[src/rtl/median_result_writer_if.sv]
// FIFO-drain and frame-RAM write signals of the median result writer.
// The master modport is the writer; the slave modport is the FIFO/RAM side.
interface median_result_writer_if #(
    parameter int unsigned ADDR_WIDTH = 16,
    parameter int unsigned DATA_WIDTH = 8
);
    logic                  fifo_empty;
    logic [DATA_WIDTH-1:0] fifo_data;
    logic                  pop;
    logic                  mem_we;
    logic [ADDR_WIDTH-1:0] mem_addr;
    logic [DATA_WIDTH-1:0] mem_wdata;

    modport master (
        input  fifo_empty,
        input  fifo_data,
        output pop,
        output mem_we,
        output mem_addr,
        output mem_wdata
    );

    modport slave (
        output fifo_empty,
        output fifo_data,
        input  pop,
        input  mem_we,
        input  mem_addr,
        input  mem_wdata
    );
endinterface

[src/rtl/median_result_writer.sv]
// Drains the median-filter output FIFO and writes one ROW x COL frame in raster
// order into the output frame RAM, pulsing done after the last write.
module median_result_writer #(
    parameter int unsigned ADDR_WIDTH = 16,
    parameter int unsigned DATA_WIDTH = 8,
    parameter int unsigned ROW        = 256,
    parameter int unsigned COL        = 256
) (
    input  logic                  i_clk,
    input  logic                  i_reset,
    input  logic                  i_start,
    median_result_writer_if.master io_bus,
    output logic [ADDR_WIDTH-1:0] o_row_idx,
    output logic [ADDR_WIDTH-1:0] o_col_idx,
    output logic                  o_busy,
    output logic                  o_done
);
    localparam int unsigned CNT_W = ADDR_WIDTH + 1;
    localparam logic [CNT_W-1:0] NPIX = CNT_W'(ROW * COL);
    localparam logic [CNT_W-1:0] NPIX_LAST = CNT_W'(ROW * COL - 1);
    localparam logic [ADDR_WIDTH-1:0] COL_LAST = ADDR_WIDTH'(COL - 1);

    typedef enum logic [1:0] {StIdle, StRun, StFlush, StDone} state_e;

    state_e                r_state;
    state_e                w_state_next;
    logic                  w_pop;
    logic [CNT_W-1:0]      r_pop_cnt;
    logic [CNT_W-1:0]      r_wr_cnt;
    logic [ADDR_WIDTH-1:0] r_row_cnt;
    logic [ADDR_WIDTH-1:0] r_col_cnt;
    logic                  r_mem_we;
    logic [ADDR_WIDTH-1:0] r_mem_addr;
    logic [ADDR_WIDTH-1:0] r_row_idx;
    logic [ADDR_WIDTH-1:0] r_col_idx;

    always_comb begin
        w_state_next = r_state;
        w_pop        = 1'b0;
        case (r_state)
            StIdle: begin
                if (i_start) w_state_next = StRun;
            end
            StRun: begin
                w_pop = !io_bus.fifo_empty && (r_pop_cnt < NPIX);
                if (w_pop && (r_pop_cnt == NPIX_LAST)) w_state_next = StFlush;
            end
            StFlush: w_state_next = StDone;
            StDone:  w_state_next = StIdle;
            default: w_state_next = StIdle;
        endcase
    end

    always_ff @(posedge i_clk) begin
        if (i_reset) begin
            r_state    <= StIdle;
            r_pop_cnt  <= '0;
            r_wr_cnt   <= '0;
            r_row_cnt  <= '0;
            r_col_cnt  <= '0;
            r_mem_we   <= 1'b0;
            r_mem_addr <= '0;
            r_row_idx  <= '0;
            r_col_idx  <= '0;
        end else begin
            r_state  <= w_state_next;
            r_mem_we <= w_pop;
            if ((r_state == StIdle) && i_start) begin
                r_pop_cnt  <= '0;
                r_wr_cnt   <= '0;
                r_row_cnt  <= '0;
                r_col_cnt  <= '0;
                r_mem_addr <= '0;
                r_row_idx  <= '0;
                r_col_idx  <= '0;
            end else if (w_pop) begin
                // Write side is booked at pop time; data arrives with the write cycle.
                r_pop_cnt  <= r_pop_cnt + CNT_W'(1);
                if (r_wr_cnt != NPIX) r_wr_cnt <= r_wr_cnt + CNT_W'(1);
                r_mem_addr <= r_wr_cnt[ADDR_WIDTH-1:0];
                r_row_idx  <= r_row_cnt;
                r_col_idx  <= r_col_cnt;
                if (r_col_cnt == COL_LAST) begin
                    r_col_cnt <= '0;
                    r_row_cnt <= r_row_cnt + ADDR_WIDTH'(1);
                end else begin
                    r_col_cnt <= r_col_cnt + ADDR_WIDTH'(1);
                end
            end
        end
    end

    assign io_bus.pop       = w_pop;
    assign io_bus.mem_we    = r_mem_we;
    assign io_bus.mem_addr  = r_mem_addr;
    assign io_bus.mem_wdata = io_bus.fifo_data;
    assign o_row_idx        = r_row_idx;
    assign o_col_idx        = r_col_idx;
    assign o_busy           = (r_state == StRun) || (r_state == StFlush);
    assign o_done           = (r_state == StDone);
endmodule

[src/flat_wrapper.sv]
// flat-port wrapper written by rule: the top's interface ports become plain ports
module median_result_writer_flat 
#(
    parameter int unsigned ADDR_WIDTH = 16,
    parameter int unsigned DATA_WIDTH = 8,
    parameter int unsigned ROW        = 256,
    parameter int unsigned COL        = 256
)
  (i_clk, i_reset, i_start, o_row_idx, o_col_idx, o_busy, o_done, io_bus_fifo_empty, io_bus_fifo_data, io_bus_pop, io_bus_mem_we, io_bus_mem_addr, io_bus_mem_wdata);
  median_result_writer_if #(.ADDR_WIDTH(ADDR_WIDTH), .DATA_WIDTH(DATA_WIDTH)) io_bus_i ();
  input  logic i_clk;
  input  logic i_reset;
  input  logic i_start;
  output logic [ADDR_WIDTH-1:0] o_row_idx;
  output logic [ADDR_WIDTH-1:0] o_col_idx;
  output logic o_busy;
  output logic o_done;
  input wire logic [$bits(io_bus_i.fifo_empty)-1:0] io_bus_fifo_empty;
  input wire logic [$bits(io_bus_i.fifo_data)-1:0] io_bus_fifo_data;
  output wire logic [$bits(io_bus_i.pop)-1:0] io_bus_pop;
  output wire logic [$bits(io_bus_i.mem_we)-1:0] io_bus_mem_we;
  output wire logic [$bits(io_bus_i.mem_addr)-1:0] io_bus_mem_addr;
  output wire logic [$bits(io_bus_i.mem_wdata)-1:0] io_bus_mem_wdata;
  assign io_bus_i.fifo_empty = io_bus_fifo_empty;
  assign io_bus_i.fifo_data = io_bus_fifo_data;
  assign io_bus_pop = io_bus_i.pop;
  assign io_bus_mem_we = io_bus_i.mem_we;
  assign io_bus_mem_addr = io_bus_i.mem_addr;
  assign io_bus_mem_wdata = io_bus_i.mem_wdata;
  median_result_writer #(.ADDR_WIDTH(ADDR_WIDTH), .DATA_WIDTH(DATA_WIDTH), .ROW(ROW), .COL(COL)) u_core (.i_clk(i_clk), .i_reset(i_reset), .i_start(i_start), .io_bus(io_bus_i), .o_row_idx(o_row_idx), .o_col_idx(o_col_idx), .o_busy(o_busy), .o_done(o_done));
endmodule
[config.mk]
export PLATFORM = sky130hd
export DESIGN_NAME = median_result_writer_flat
export DESIGN_NICKNAME = d
export VERILOG_FILES = /design/src/rtl/median_result_writer_if.sv /design/src/rtl/median_result_writer.sv /design/src/flat_wrapper.sv
export SDC_FILE = /design/constraint.sdc
export NUM_CORES = 1
export LEC_CHECK = 0
export BUFFER_PORTS_ARGS = -buffer_cell sky130_fd_sc_hd__buf_4
export CAP_MARGIN = 5
export CELL_PAD_IN_SITES_DETAIL_PLACEMENT = 1
export CELL_PAD_IN_SITES_GLOBAL_PLACEMENT = 2
export CORE_ASPECT_RATIO = 1.25
export CORE_MARGIN = 5
export CORE_UTILIZATION = 33
export DETAILED_ROUTE_END_ITERATION = 10
export PLACE_DENSITY_LB_ADDON = 0.1
export SYNTH_ARGS = -nofsm -noshare
export SYNTH_HDL_FRONTEND = slang
export SYNTH_SLANG_ARGS = --single-unit
[constraint.sdc]
create_clock -name i_clk -period 3.7 [get_ports i_clk]
set_clock_uncertainty 0.15 [all_clocks]
set_input_delay 1.11 -clock i_clk [delete_from_list [all_inputs] [get_ports i_clk]]
set_output_delay 1.11 -clock i_clk [all_outputs]
set_load 0.005 [all_outputs]
# After elaboration in Yosys (flattened, before gate mapping)

Cells that the tools add are included.

Bits in writable memories: 0
Output and inout port bits: 60
Memory bits (read-only): 0
Bits of input ports: 12
Register bits: 117
Latch bits: 0
Memories: 0

Reductions and logical operators: 10
Bitwise logic cells: 0
$lt $le $gt $ge: 1
Eq/ne operators: 8
Shift-type cells: 0
Divide/modulo/power cells: 0
Multiply operators: 0
Add/sub/neg operators: 4
Multiplexer cells: 5

Operator list:

| operator                | number |
|---|---|
| $add A17 B1 Y17 const B | 2 |
| $add A16 B1 Y16 const B | 2 |
| $eq A17 B16 Y1 const B  | 1 |
| $lt A17 B17 Y1 const B  | 1 |
| $ne A17 B17 Y1 const B  | 1 |
| $eq A16 B8 Y1 const B   | 1 |
| $mux W16                | 1 |
| $pmux W2 S4             | 1 |
| $reduce_and A2 Y1       | 3 |
| $eq A2 B2 Y1 const B    | 2 |
| $mux W2                 | 2 |
| $logic_and A1 B1 Y1     | 3 |
| $eq A2 B1 Y1 const B    | 1 |
| $logic_not A2 Y1        | 1 |
| $ne A2 B1 Y1 const B    | 1 |
| $ne A2 B2 Y1 const B    | 1 |
| $reduce_or A2 Y1        | 1 |
| $logic_not A1 Y1        | 1 |
| $logic_or A1 B1 Y1      | 1 |
| $mux W1                 | 1 |

# Logic depth before layout (Yosys ltp)

Word-level depth: 5
Depth in mapped cells: 10
Gate-level depth less buffers: 9

# Worst setup path after synthesis

No wires, ideal clock.

Path type: input to output
Start: in io_bus_fifo_empty
End: out io_bus_pop
Path slack: 0.229 ns
Stages on the path: 5
Data required time: 2.440 ns
Arrival: 2.211 ns
Path through: or3b_1 -> buf_2 -> inv_1 -> clkbuf_1 -> clkbuf_1

Longest elaborated chain between the ends: 3

Ends and longest elaborated chain:

| what                | RTL line                   | source |
|---|---|---|
| start, declared     | flat_wrapper.sv:18         | `input wire logic [$bits(io_bus_i.fifo_empty)-1:0] io_bus_fifo_empty;` |
| $logic_not A1 Y1    | median_result_writer.sv:45 | `w_pop = !io_bus.fifo_empty && (r_pop_cnt < NPIX);` |
| $logic_and A1 B1 Y1 | median_result_writer.sv:45 |  |
| $mux W1             | median_result_writer.sv:40 | `case (r_state)` |
| end, declared       | flat_wrapper.sv:20         | `output wire logic [$bits(io_bus_i.pop)-1:0] io_bus_pop;` |

Every way passes these cells.

# Worst setup path in the final report

Same ends and word-level chain as after synthesis.

==> results.json <==
{
  "outcome": "finished, final reports clean",
  "diodes": 0,
  "die_area_sq_um": 17900,
  "place_ws_ns": 0.229,
  "p_clk_share_pct": 51.9,
  "setup_ws_ns": 0.380,
  "chipHeight_microns": 148,
  "cpMostUsedCell": "buf_4",
  "yosys_warnings": 0,
  "synth.avg_cell_area_sq_um": 8.11,
  "setup-violations-final": 0,
  "vias_per_cell": 5.31,
  "ios": 72,
  "internal_power_mw": 2.68,
  "power_switching_mw": 0.902,
  "synth_cell_types": 39,
  "grt_max_degree": 66,
  "tns_ns": 0,
  "syn_nets": 647,
  "cts.repair.resized": 0,
  "critPathSlowestCell": "or3b_2",
  "fillers": 1802,
  "path_buf_inv": 3,
  "leakage_nw": 2.13,
  "cts_tree": "done",
  "syn_to_final_growth_pct": 23.5,
  "root_buffer": "clkbuf_16",
  "antenna_found_initial": 0,
  "fin_crit_ns": 3.32,
  "yosysSeqAreaShare_pct": 46.3,
  "slew_headroom_pct": 58.0,
  "die_w_microns": 121,
  "cts_setup_buffers": 0,
  "cts_made_buffers": 17,
  "grt_use_total_pct": 15.9,
  "synthCells": 624,
  "firstDrtPassIters": 4,
  "sequentialPowerShare_pct": 36.4,
  "layout_worst_path_cycle_share_pct": 89.7,
  "clk_path_buf_depth": 2,
  "port_buffers": 55,
  "crit_arrival_ns": 2.06,
  "pwr-share-comb_pct": 11.7,
  "core-area_sq_um": 15000,
  "num_rows": 50,
  "grt_setup_unrepaired": "false",
  "required_ns": 2.44,
  "dominantRegCellSynth": "dfxtp_1",
  "layout-drive-gt1-share_pct": 14.8,
  "nets": 685,
  "crit_fanout": 10,
  "most-common-layout-cells": "nand2_1 (124), dfxtp_1 (117), a21oi_1 (90)",
  "grt_pass1_vias": 4824,
  "initial_core_util_pct": 33.7,
  "worst_path_largest_cell_delay_ns": 0.58,
  "startpoint_type": "input pin",
  "synth-seq-cells": 117,
  "path_delay_family": "simple AND/OR/NAND/NOR gates",
  "netSwitchingFraction_pct": 25.2,
  "async_flop_share_pct": 0,
  "drc": 0,
  "clock_latency_ns": 0.42,
  "slew_viol_final": 0,
  "clkSlewWorstSetupHoldPaths_ns": 0.05,
  "peakVddDrop_v": 0.000222,
  "gp_congestion": 0.752,
  "crit_type": "in2out",
  "drv_cap": 0,
  "postRouteAntennaNets": 0,
  "worst_slew_pin_slew_ns": 0.624,
  "crit_chain": "buf_4, or3b_2, inv_2, buf_4",
  "overflow": 0,
  "pwr_density_cell_nw_per_um2": 573,
  "wl_per_cell_microns": 16.0,
  "synth_edf_count": 0,
  "mostFrequentLayoutCell": "nand2_1",
  "cts_sinks": 117,
  "dpl.hpwl_microns": 9360,
  "syn_area_sq_um": 5060,
  "final_cells": 857,
  "htreeDepth": 4,
  "drt_iter0_markers": 218,
  "max_freq_mhz": 301,
  "dp_cells": 825,
  "routed_wirelength_microns": 13700,
  "grt_pass1_wl_microns": 23100,
  "cp-end-kind": "primary output",
  "hold_buffers": 0,
  "hold_path_class": "reg2reg",
  "finalHoldViolCount": 0,
  "via_count": 4553
}
[final timing paths]
check                                    to                       from  slack [ns]  cells past startpoint
setup / recovery                 io_bus_pop          io_bus_fifo_empty        0.38                      4
hold / removal    u_core.io_bus.mem_addr[9]  u_core.io_bus.mem_addr[9]        0.30                      2
setup reg to reg       u_core.r_row_cnt[15]          u_core.r_state[1]        0.82                      6
hold reg to reg   u_core.io_bus.mem_addr[9]  u_core.io_bus.mem_addr[9]        0.30                      2
[cell usage after synthesis, types with 3 or more instances]
| cell type | number | share of area, % |
|---|---|---|
| xnor2_1 | 12 | 2.1 |
| o31ai_1 | 19 | 2.8 |
| nand3_1 | 24 | 2.4 |
| clkbuf_1 | 34 | 2.5 |
| or3_1 | 18 | 2.2 |
| nand2_1 | 124 | 9.2 |
| buf_4 | 8 | 1.2 |
| nor3_1 | 3 | 0.30 |
| nor4_1 | 11 | 1.4 |
| ha_1 | 11 | 2.7 |
| a21oi_1 | 90 | 8.9 |
| nand4_1 | 15 | 1.9 |
| and4_1 | 7 | 1.2 |
| dfxtp_1 | 117 | 46 |
| a41o_1 | 3 | 0.59 |
| o21ai_0 | 20 | 2.0 |
| inv_1 | 15 | 1.1 |
| or4_1 | 22 | 3.3 |
| xor2_1 | 8 | 1.4 |
| and3_1 | 7 | 0.86 |
| nor2_1 | 35 | 2.6 |
[through the flow]
stage	hold slack [ns]	util [%]	power [mW]	instance area, sq um
final	0.303	41.7	3.58	6250
after floorplan	0.290	-	1.61	5060
after global placement	0.295	37.2	1.75	5590
after detailed placement	0.299	37.2	1.76	5590
after global routing	0.325	41.7	3.74	6250
after CTS	0.306	41.7	3.64	6250
[registers in the layout, indices dropped and copies added, names as in the netlist]
register / cells
u_core.r_pop_cnt: 17
u_core.r_wr_cnt: 17
u_core.io_bus.mem_addr: 16
u_core.o_col_idx: 16
u_core.o_row_idx: 16
u_core.r_col_cnt: 16
u_core.r_row_cnt: 16
u_core.r_state: 2
u_core.io_bus.mem_we: 1
[layer usage]
metal,vias up,routed length (microns),global-route usage [%]
met3,15,344,3.84
met2,54,7330,29.5
met5,-,0,0
met4,0,215,6.58
li1,2278,-,-
met1,2206,5790,17.0
[cell families (layout without fill, tap and decap cells)]
family	count (synthesis)	after routing	synth area share [%]
XOR/XNOR	20	20	3.46
AND/OR/NAND/NOR	275	275	26.7
multiplexers	1	1	0.198
buffers and inverters	59	110	5.02
adder cells (fa/ha/maj)	11	11	2.72
AO/OA/AOI/OAI	141	141	15.6
flip-flops	117	117	46.3
[worst register-to-register path, delay by kind of cell (launching register included)]
| kind | cells | cell delay, ns |
|---|---|---|
| buf+inv | 1 | 0.11 |
| fa+ha+maj | 1 | 0.20 |
| simple gates | 3 | 1.85 |
| compound gates | 1 | 0.16 |
| flops | 1 | 0.34 |
[power groups by stage]
stage          sequential, mW  clock (mW)  combinational [mW]
5_1_grt                  1.31        1.96               0.476
4_1_cts                  1.31        1.90               0.432
6_report                 1.30        1.86               0.419
2_1_floorplan            1.32           0               0.287
3_5_place_dp             1.33           0               0.430
3_3_place_gp             1.33           0               0.416
[final cells by class]
class	instances	area, sq um	share of cell area [%]
clock inverter	9	170	2.72
tap	182	228	3.64
inverter	15	56.3	0.900
sequential	117	2340	37.4
clock buffer	23	498	7.96
multi-input combinational	448	2470	39.6
timing repair buffer	63	485	7.76
No activity file was read; power rests on OpenSTA's default activity.
